[src/rtl/uart_pkg.sv]
// Shared types and register map constants for the LSU-attached UART transmitter.
package uart_pkg;

  // Transmit FSM states
  typedef enum logic [1:0] {
    IDLE,
    START,
    DATA,
    STOP
  } tx_state_e;

  // Word offsets within the 16-byte register window (addr[3:2])
  localparam logic [1:0] OFF_TXDATA = 2'd0;
  localparam logic [1:0] OFF_STATUS = 2'd1;
  localparam logic [1:0] OFF_CTRL   = 2'd2;

  // STATUS register bit positions
  localparam int unsigned STAT_BUSY    = 0;
  localparam int unsigned STAT_FULL    = 1;
  localparam int unsigned STAT_EMPTY   = 2;
  localparam int unsigned STAT_OVF     = 3;
  localparam int unsigned STAT_CNT_LSB = 8;

endpackage

[src/rtl/uart_tx_fifo.sv]
// Byte-wide synchronous FIFO with first-word fall-through read data.
// DEPTH must be a power of two so the pointers wrap naturally.
module uart_tx_fifo
  import uart_pkg::*;
#(
  parameter int unsigned DEPTH = 8
) (
  input  logic                       clk_i,
  input  logic                       rst_i,
  input  logic                       push_i,
  input  logic                       pop_i,
  input  logic [7:0]                 wdata_i,
  output logic [7:0]                 rdata_o,
  output logic                       full_o,
  output logic                       empty_o,
  output logic [$clog2(DEPTH):0]     count_o
);

  localparam int unsigned AW = $clog2(DEPTH);
  localparam int unsigned CW = AW + 1;

  logic [7:0]    mem_q [DEPTH];
  logic [AW-1:0] wptr_q, rptr_q;
  logic [CW-1:0] count_q;
  logic          do_push, do_pop;

  assign empty_o = (count_q == '0);
  assign full_o  = (count_q == CW'(DEPTH));
  assign do_pop  = pop_i && !empty_o;
  // A pop in the same cycle frees the slot being written when full
  assign do_push = push_i && (!full_o || do_pop);

  assign rdata_o = mem_q[rptr_q];
  assign count_o = count_q;

  // Pointer and occupancy bookkeeping
  always_ff @(posedge clk_i) begin
    if (rst_i) begin
      wptr_q  <= '0;
      rptr_q  <= '0;
      count_q <= '0;
    end else begin
      if (do_push) wptr_q <= wptr_q + AW'(1);
      if (do_pop)  rptr_q <= rptr_q + AW'(1);
      if (do_push && !do_pop)      count_q <= count_q + CW'(1);
      else if (do_pop && !do_push) count_q <= count_q - CW'(1);
    end
  end

  // Storage array, no reset needed
  always_ff @(posedge clk_i) begin
    if (do_push) mem_q[wptr_q] <= wdata_i;
  end

endmodule

[src/rtl/lsu_uart_tx.sv]
// Memory-mapped 8N1 UART transmitter on the LSU port: TXDATA pushes into a FIFO,
// STATUS/CTRL are polled with loads, and queued bytes are sent LSB first.
module lsu_uart_tx
  import uart_pkg::*;
#(
  parameter logic [31:0] BASE_ADDR    = 32'h0000_7040,
  parameter int unsigned CLKS_PER_BIT = 434,
  parameter int unsigned FIFO_DEPTH   = 8
) (
  input  logic        clk_i,
  input  logic        rst_i,
  input  logic        st_en_i,
  input  logic [31:0] addr_i,
  input  logic [31:0] st_data_i,
  output logic [31:0] ld_data_o,
  output logic        uart_tx_o,
  output logic        tx_done_o
);

  localparam int unsigned CntW = $clog2(CLKS_PER_BIT);
  localparam int unsigned FcW  = $clog2(FIFO_DEPTH) + 1;

  // Bus decode
  logic       sel;
  logic [1:0] off;
  logic       push_req, push_acc;

  // FIFO interface
  logic           fifo_pop, fifo_full, fifo_empty;
  logic [7:0]     fifo_rdata;
  logic [FcW-1:0] fifo_count;

  // Registers
  logic            en_q, en_d;
  logic            ovf_q, ovf_d;
  tx_state_e       state_q, state_d;
  logic [CntW-1:0] cnt_q, cnt_d;
  logic [2:0]      idx_q, idx_d;
  logic [7:0]      shift_q, shift_d;
  logic            tx_q, tx_d;
  logic            bit_last;

  logic unused_bits;
  assign unused_bits = ^{addr_i[1:0], st_data_i[31:8]};

  assign sel      = (addr_i[31:4] == BASE_ADDR[31:4]);
  assign off      = addr_i[3:2];
  assign push_req = st_en_i && sel && (off == OFF_TXDATA);
  assign push_acc = push_req && (!fifo_full || fifo_pop);
  assign bit_last = (cnt_q == CntW'(CLKS_PER_BIT - 1));

  uart_tx_fifo #(
    .DEPTH (FIFO_DEPTH)
  ) u_fifo (
    .clk_i   (clk_i),
    .rst_i   (rst_i),
    .push_i  (push_acc),
    .pop_i   (fifo_pop),
    .wdata_i (st_data_i[7:0]),
    .rdata_o (fifo_rdata),
    .full_o  (fifo_full),
    .empty_o (fifo_empty),
    .count_o (fifo_count)
  );

  // CTRL enable and sticky overflow next-state
  always_comb begin
    en_d  = en_q;
    ovf_d = ovf_q;
    if (st_en_i && sel && (off == OFF_CTRL)) en_d = st_data_i[0];
    if (push_req && !push_acc) begin
      ovf_d = 1'b1;
    end else if (st_en_i && sel && (off == OFF_STATUS) && st_data_i[STAT_OVF]) begin
      ovf_d = 1'b0;
    end
  end

  // Load data mux, purely combinational from the address
  always_comb begin
    ld_data_o = '0;
    if (sel) begin
      case (off)
        OFF_STATUS: begin
          ld_data_o[STAT_BUSY]          = (state_q != IDLE);
          ld_data_o[STAT_FULL]          = fifo_full;
          ld_data_o[STAT_EMPTY]         = fifo_empty;
          ld_data_o[STAT_OVF]           = ovf_q;
          ld_data_o[STAT_CNT_LSB +: 8] = 8'(fifo_count);
        end
        OFF_CTRL: ld_data_o[0] = en_q;
        default:  ld_data_o = '0;
      endcase
    end
  end

  // Transmit FSM next-state, baud/bit counters and registered line value
  always_comb begin
    state_d  = state_q;
    cnt_d    = cnt_q;
    idx_d    = idx_q;
    shift_d  = shift_q;
    fifo_pop = 1'b0;
    unique case (state_q)
      IDLE: begin
        if (en_q && !fifo_empty) begin
          fifo_pop = 1'b1;
          shift_d  = fifo_rdata;
          cnt_d    = '0;
          state_d  = START;
        end
      end
      START: begin
        if (bit_last) begin
          cnt_d   = '0;
          idx_d   = '0;
          state_d = DATA;
        end else begin
          cnt_d = cnt_q + CntW'(1);
        end
      end
      DATA: begin
        if (bit_last) begin
          cnt_d = '0;
          if (idx_q == 3'd7) begin
            state_d = STOP;
          end else begin
            shift_d = shift_q >> 1;
            idx_d   = idx_q + 3'd1;
          end
        end else begin
          cnt_d = cnt_q + CntW'(1);
        end
      end
      STOP: begin
        if (bit_last) begin
          cnt_d = '0;
          // Chain straight into the next frame when more bytes are waiting
          if (en_q && !fifo_empty) begin
            fifo_pop = 1'b1;
            shift_d  = fifo_rdata;
            state_d  = START;
          end else begin
            state_d = IDLE;
          end
        end else begin
          cnt_d = cnt_q + CntW'(1);
        end
      end
      default: state_d = IDLE;
    endcase

    // Line level follows the state being entered so uart_tx_o stays registered
    case (state_d)
      START:   tx_d = 1'b0;
      DATA:    tx_d = shift_d[0];
      default: tx_d = 1'b1;
    endcase
  end

  // State registers with synchronous reset
  always_ff @(posedge clk_i) begin
    if (rst_i) begin
      en_q    <= 1'b1;
      ovf_q   <= 1'b0;
      state_q <= IDLE;
      cnt_q   <= '0;
      idx_q   <= '0;
      shift_q <= '0;
      tx_q    <= 1'b1;
    end else begin
      en_q    <= en_d;
      ovf_q   <= ovf_d;
      state_q <= state_d;
      cnt_q   <= cnt_d;
      idx_q   <= idx_d;
      shift_q <= shift_d;
      tx_q    <= tx_d;
    end
  end

  assign uart_tx_o = tx_q;
  assign tx_done_o = (state_q == STOP) && bit_last;

endmodule

[config.mk]
export PLATFORM = sky130hd
export DESIGN_NAME = lsu_uart_tx
export DESIGN_NICKNAME = d
export VERILOG_FILES = /design/src/rtl/uart_pkg.sv /design/src/rtl/uart_tx_fifo.sv /design/src/rtl/lsu_uart_tx.sv
export SDC_FILE = /design/constraint.sdc
export NUM_CORES = 1
export LEC_CHECK = 0
export CORE_MARGIN = 3
export CORE_UTILIZATION = 51
export DETAILED_ROUTE_END_ITERATION = 10
export PLACE_DENSITY = 0.8
export SLEW_MARGIN = 15
export SYNTH_ARGS = -nofsm -noshare
export SYNTH_HDL_FRONTEND = slang
export SYNTH_SLANG_ARGS = --single-unit
[constraint.sdc]
create_clock -name clk_i -period 4.2 [get_ports clk_i]
set_clock_uncertainty 0.2 [all_clocks]
set_input_delay 0.84 -clock clk_i [delete_from_list [all_inputs] [get_ports clk_i]]
set_output_delay 0.84 -clock clk_i [all_outputs]
set_load 0.01 [all_outputs]
==> impl_metrics.ini <==
[die]
floorplan.core_area_um2 = 9280
die_width_um = 104
start_util = 0.527
total_number_of_placement_rows = 35
ios = 101
die_h_um = 104
die-area_um2 = 10800

[worst_hold_path]
holdCritPathClass = register to register
holdPathStages = 2
min_from = ovf_q
hold_end = ovf_q

[synthesis]
syn-mean-instance-area_um2 = 12.4
yosys.cell_types.count = 61
post_synth_inst_count = 393
yosysWarningCount = 0
top_ff_cell_synth = edfxtp_1
synth_seq_cells = 102
synthArstFlopShare = 0
cell_types_with_the_largest_area_share_after_synthesis = edfxtp_1, dfxtp_1, mux4_2
number_of_flops_mapped_to_enable_cells_by_yosys = 64
syn-cell-area_um2 = 4890
synth-seq-area-share = 0.549
leading_area_contributor_after_synthesis = edfxtp_1
synth.top_cell.area_share = 0.393

[cells_and_area]
n_fill_cell = 736
area_delta_synth_final_pct = 16.3
fin_nets = 535
num_antenna_cells = 0
drive_above_1_share = 0.110
fin_util = 0.613

[clock_tree]
root_buffer = clkbuf_8
post_cts_sizing_count = 0
cts_inserted_buffers = 9
worst_skew_pair.late_latency_ns = 0.37
cts_tree = done
max-clock-path-buffers = 2
htree_num_levels = 3
postCtsSetupRepairBufs = 0
postCtsHoldBufs = 0
path_clk_slew_ns = 0.10
tritoncts_num_sinks = 102

[critical_path]
worst-setup-path-type = input port to output port
crit-reg2reg-capture = u_fifo.count_o[3]
r2r_slack_ns = 0.59
start_kind = input port
crit_family = buffers and inverters
r2r-start = cnt_q[0]
path_common_cell = clkdlybuf4s50_1
setup.worst_path.end_class = output port
worst_path_max_delay_cell = clkdlybuf4s50_1
worstPathRequired_ns = 3.16
crit_path_max_incr_delay_ns = 0.57
timing.reg2reg.worst_path_depth = 13
worst-path-max-fanout = 7
critPathArrivalTime_ns = 2.98
worstPathCellList = clkdlybuf4s50_1 > nor4_1 > nand3_1 > nor2_1 > buf_4 > nand2_1 > nor3b_1 > clkdlybuf4s50_1
critical_path_buf_inv_count = 3

[timing]
slew_violations = 0
fin_hold_ws_ns = 0.278
post-route-period-util = 0.958
max_freq_ghz = 0.249
layout_min_cycle_time_ns = 4.02
relSlewSlack = 0.310
hold_viol_final = 0
setup_tns_ns = 0
actual_slew_at_the_worst_max_slew_pin_ns = 1.03
grt_setup_unrepaired = false
final-setup-viol-count = 0

[placement]
port_buffers = 50
dp_hpwl_mm = 6.88
place.gp.congestion = 0.868

[grt]
number_of_antenna_violations_at_the_first_check_in_global_routing = 0
grt.met2_usage = 0.323
grt_util_all_layers = 0.184
globalRouteMet3Util = 0.0403
pin_count_of_the_biggest_net_entering_global_routing = 25
first_global_vias = 3077
grt-ovfl-total = 0
grt_first_pass_wirelength_mm = 15.7
grt_use_met1 = 0.228
grt-busiest-layer = met2

[route]
drc_errors = 0
initialDrtViolationCount = 119
drt_first_pass_iters = 5
via_per_instance_ratio = 5.50
antenna_left = 0
final_routed_wire_length_divided_by_cell_count_um = 16.5
dr_total_vias = 3204
postRouteWirelength_mm = 9.61

[power]
power.leakage_nw = 1.98
power.ir.vdd_worst_mv = 0.388
power-per-cell-area_nw_per_um2 = 437

[run]
max_cap_viol_count = 0

[outcome]
run_status = completed
==> tightest hold or removal path, cell delays in order (launching register included) <==
cell     delay [ns]
dfxtp_1        0.32
o41ai_1        0.06
a21oi_1        0.06
==> how the worst max path moves through the flow <==
stage          startpoint                end  slack, ns  cells after the start
2_1_floorplan  addr_i[11]  u_fifo.count_o[3]       0.66                     13
3_3_place_gp   addr_i[25]       ld_data_o[2]       0.24                      8
3_5_place_dp    addr_i[7]  u_fifo.count_o[3]       0.15                     15
4_1_cts        addr_i[25]       ld_data_o[2]       0.21                      8
5_1_grt         addr_i[7]       ld_data_o[2]       0.09                      8
6_report       addr_i[25]       ld_data_o[2]       0.18                      8
==> stage by stage <==
stage	area [um2]	setup slack (ns)	power (mW)	cells
after CTS	5690	0.207	2.50	583
after global routing	5690	0.0852	2.63	583
after detailed placement	5480	0.146	1.87	567
after global placement	5480	0.239	1.84	567
final	5690	0.177	2.49	583
after floorplan	4980	0.657	1.73	416
==> routing by layer <==
metal,vias to the layer above,wire [um]
met5,-,0
met3,12,397
met4,0,132
li1,1559,-
met2,72,5100
met1,1561,3980
==> cell families after synthesis <==
logic type / after synthesis / share of synthesized area
buf+inv: 53 / 0.0609
compound gates: 63 / 0.0926
fa+ha+maj: 19 / 0.0502
other cells: 1 / 0.000767
simple gates: 118 / 0.132
xor+xnor: 9 / 0.0161
mux: 28 / 0.0985
flops: 102 / 0.549
==> power breakdown <==
part / switching (mW) / internal (mW)
Clock: 0.351 / 0.288
Sequential: 0.112 / 1.13
Combinational: 0.295 / 0.308
==> synth_stat cells (3+ instances only) <==
master / number
o21ai_0: 17
dfxtp_1: 38
a21oi_1: 13
a22o_1: 7
nand4_1: 3
buf_2: 7
nor4b_1: 3
and3_1: 12
or3_1: 3
nor3b_1: 3
nor3_1: 8
and2_1: 4
inv_1: 14
mux4_2: 16
mux2i_1: 11
edfxtp_1: 64
clkbuf_1: 7
ha_1: 18
nand3_1: 5
a31oi_1: 3
nor4_1: 12
or4_1: 3
xor2_1: 5
xnor2_1: 4
nor2_1: 26
buf_4: 24
nand2_1: 23
==> final cells by class <==
cell class	instances	area, um2	share of cell area
clock buffers	9	124	0.0218
inverters	14	52.6	0.00924
well taps	129	161	0.0284
multi-input cells	261	2000	0.351
flip-flops and latches	102	2680	0.472
clock inverters	7	87.6	0.0154
repair buffers	61	583	0.103
==> registers in the layout, summed over array words and instances, names as in the netlist, named ones only <==
name	count
shift_q	8
en_q	1
u_fifo.wptr_q	3
u_fifo.mem_q	64
u_fifo.rptr_q	3
idx_q	3
state_q	2
ovf_q	1
cnt_q	9
u_fifo.count_o	4
uart_tx_o	1
==> layout by cell type, fill, tap and decap left out, drive strengths merged, types with 11 or more instances in the layout <==
cell type / count
dfxtp: 38
a21oi: 14
o21ai: 17
edfxtp: 64
and3: 12
mux4: 16
nor4: 12
ha: 18
conb: 24
nor2: 26
clkdlybuf4s50: 50
nand2: 23
inv: 17
mux2i: 11
buf: 11
No activity file was read; power rests on OpenSTA's default activity.
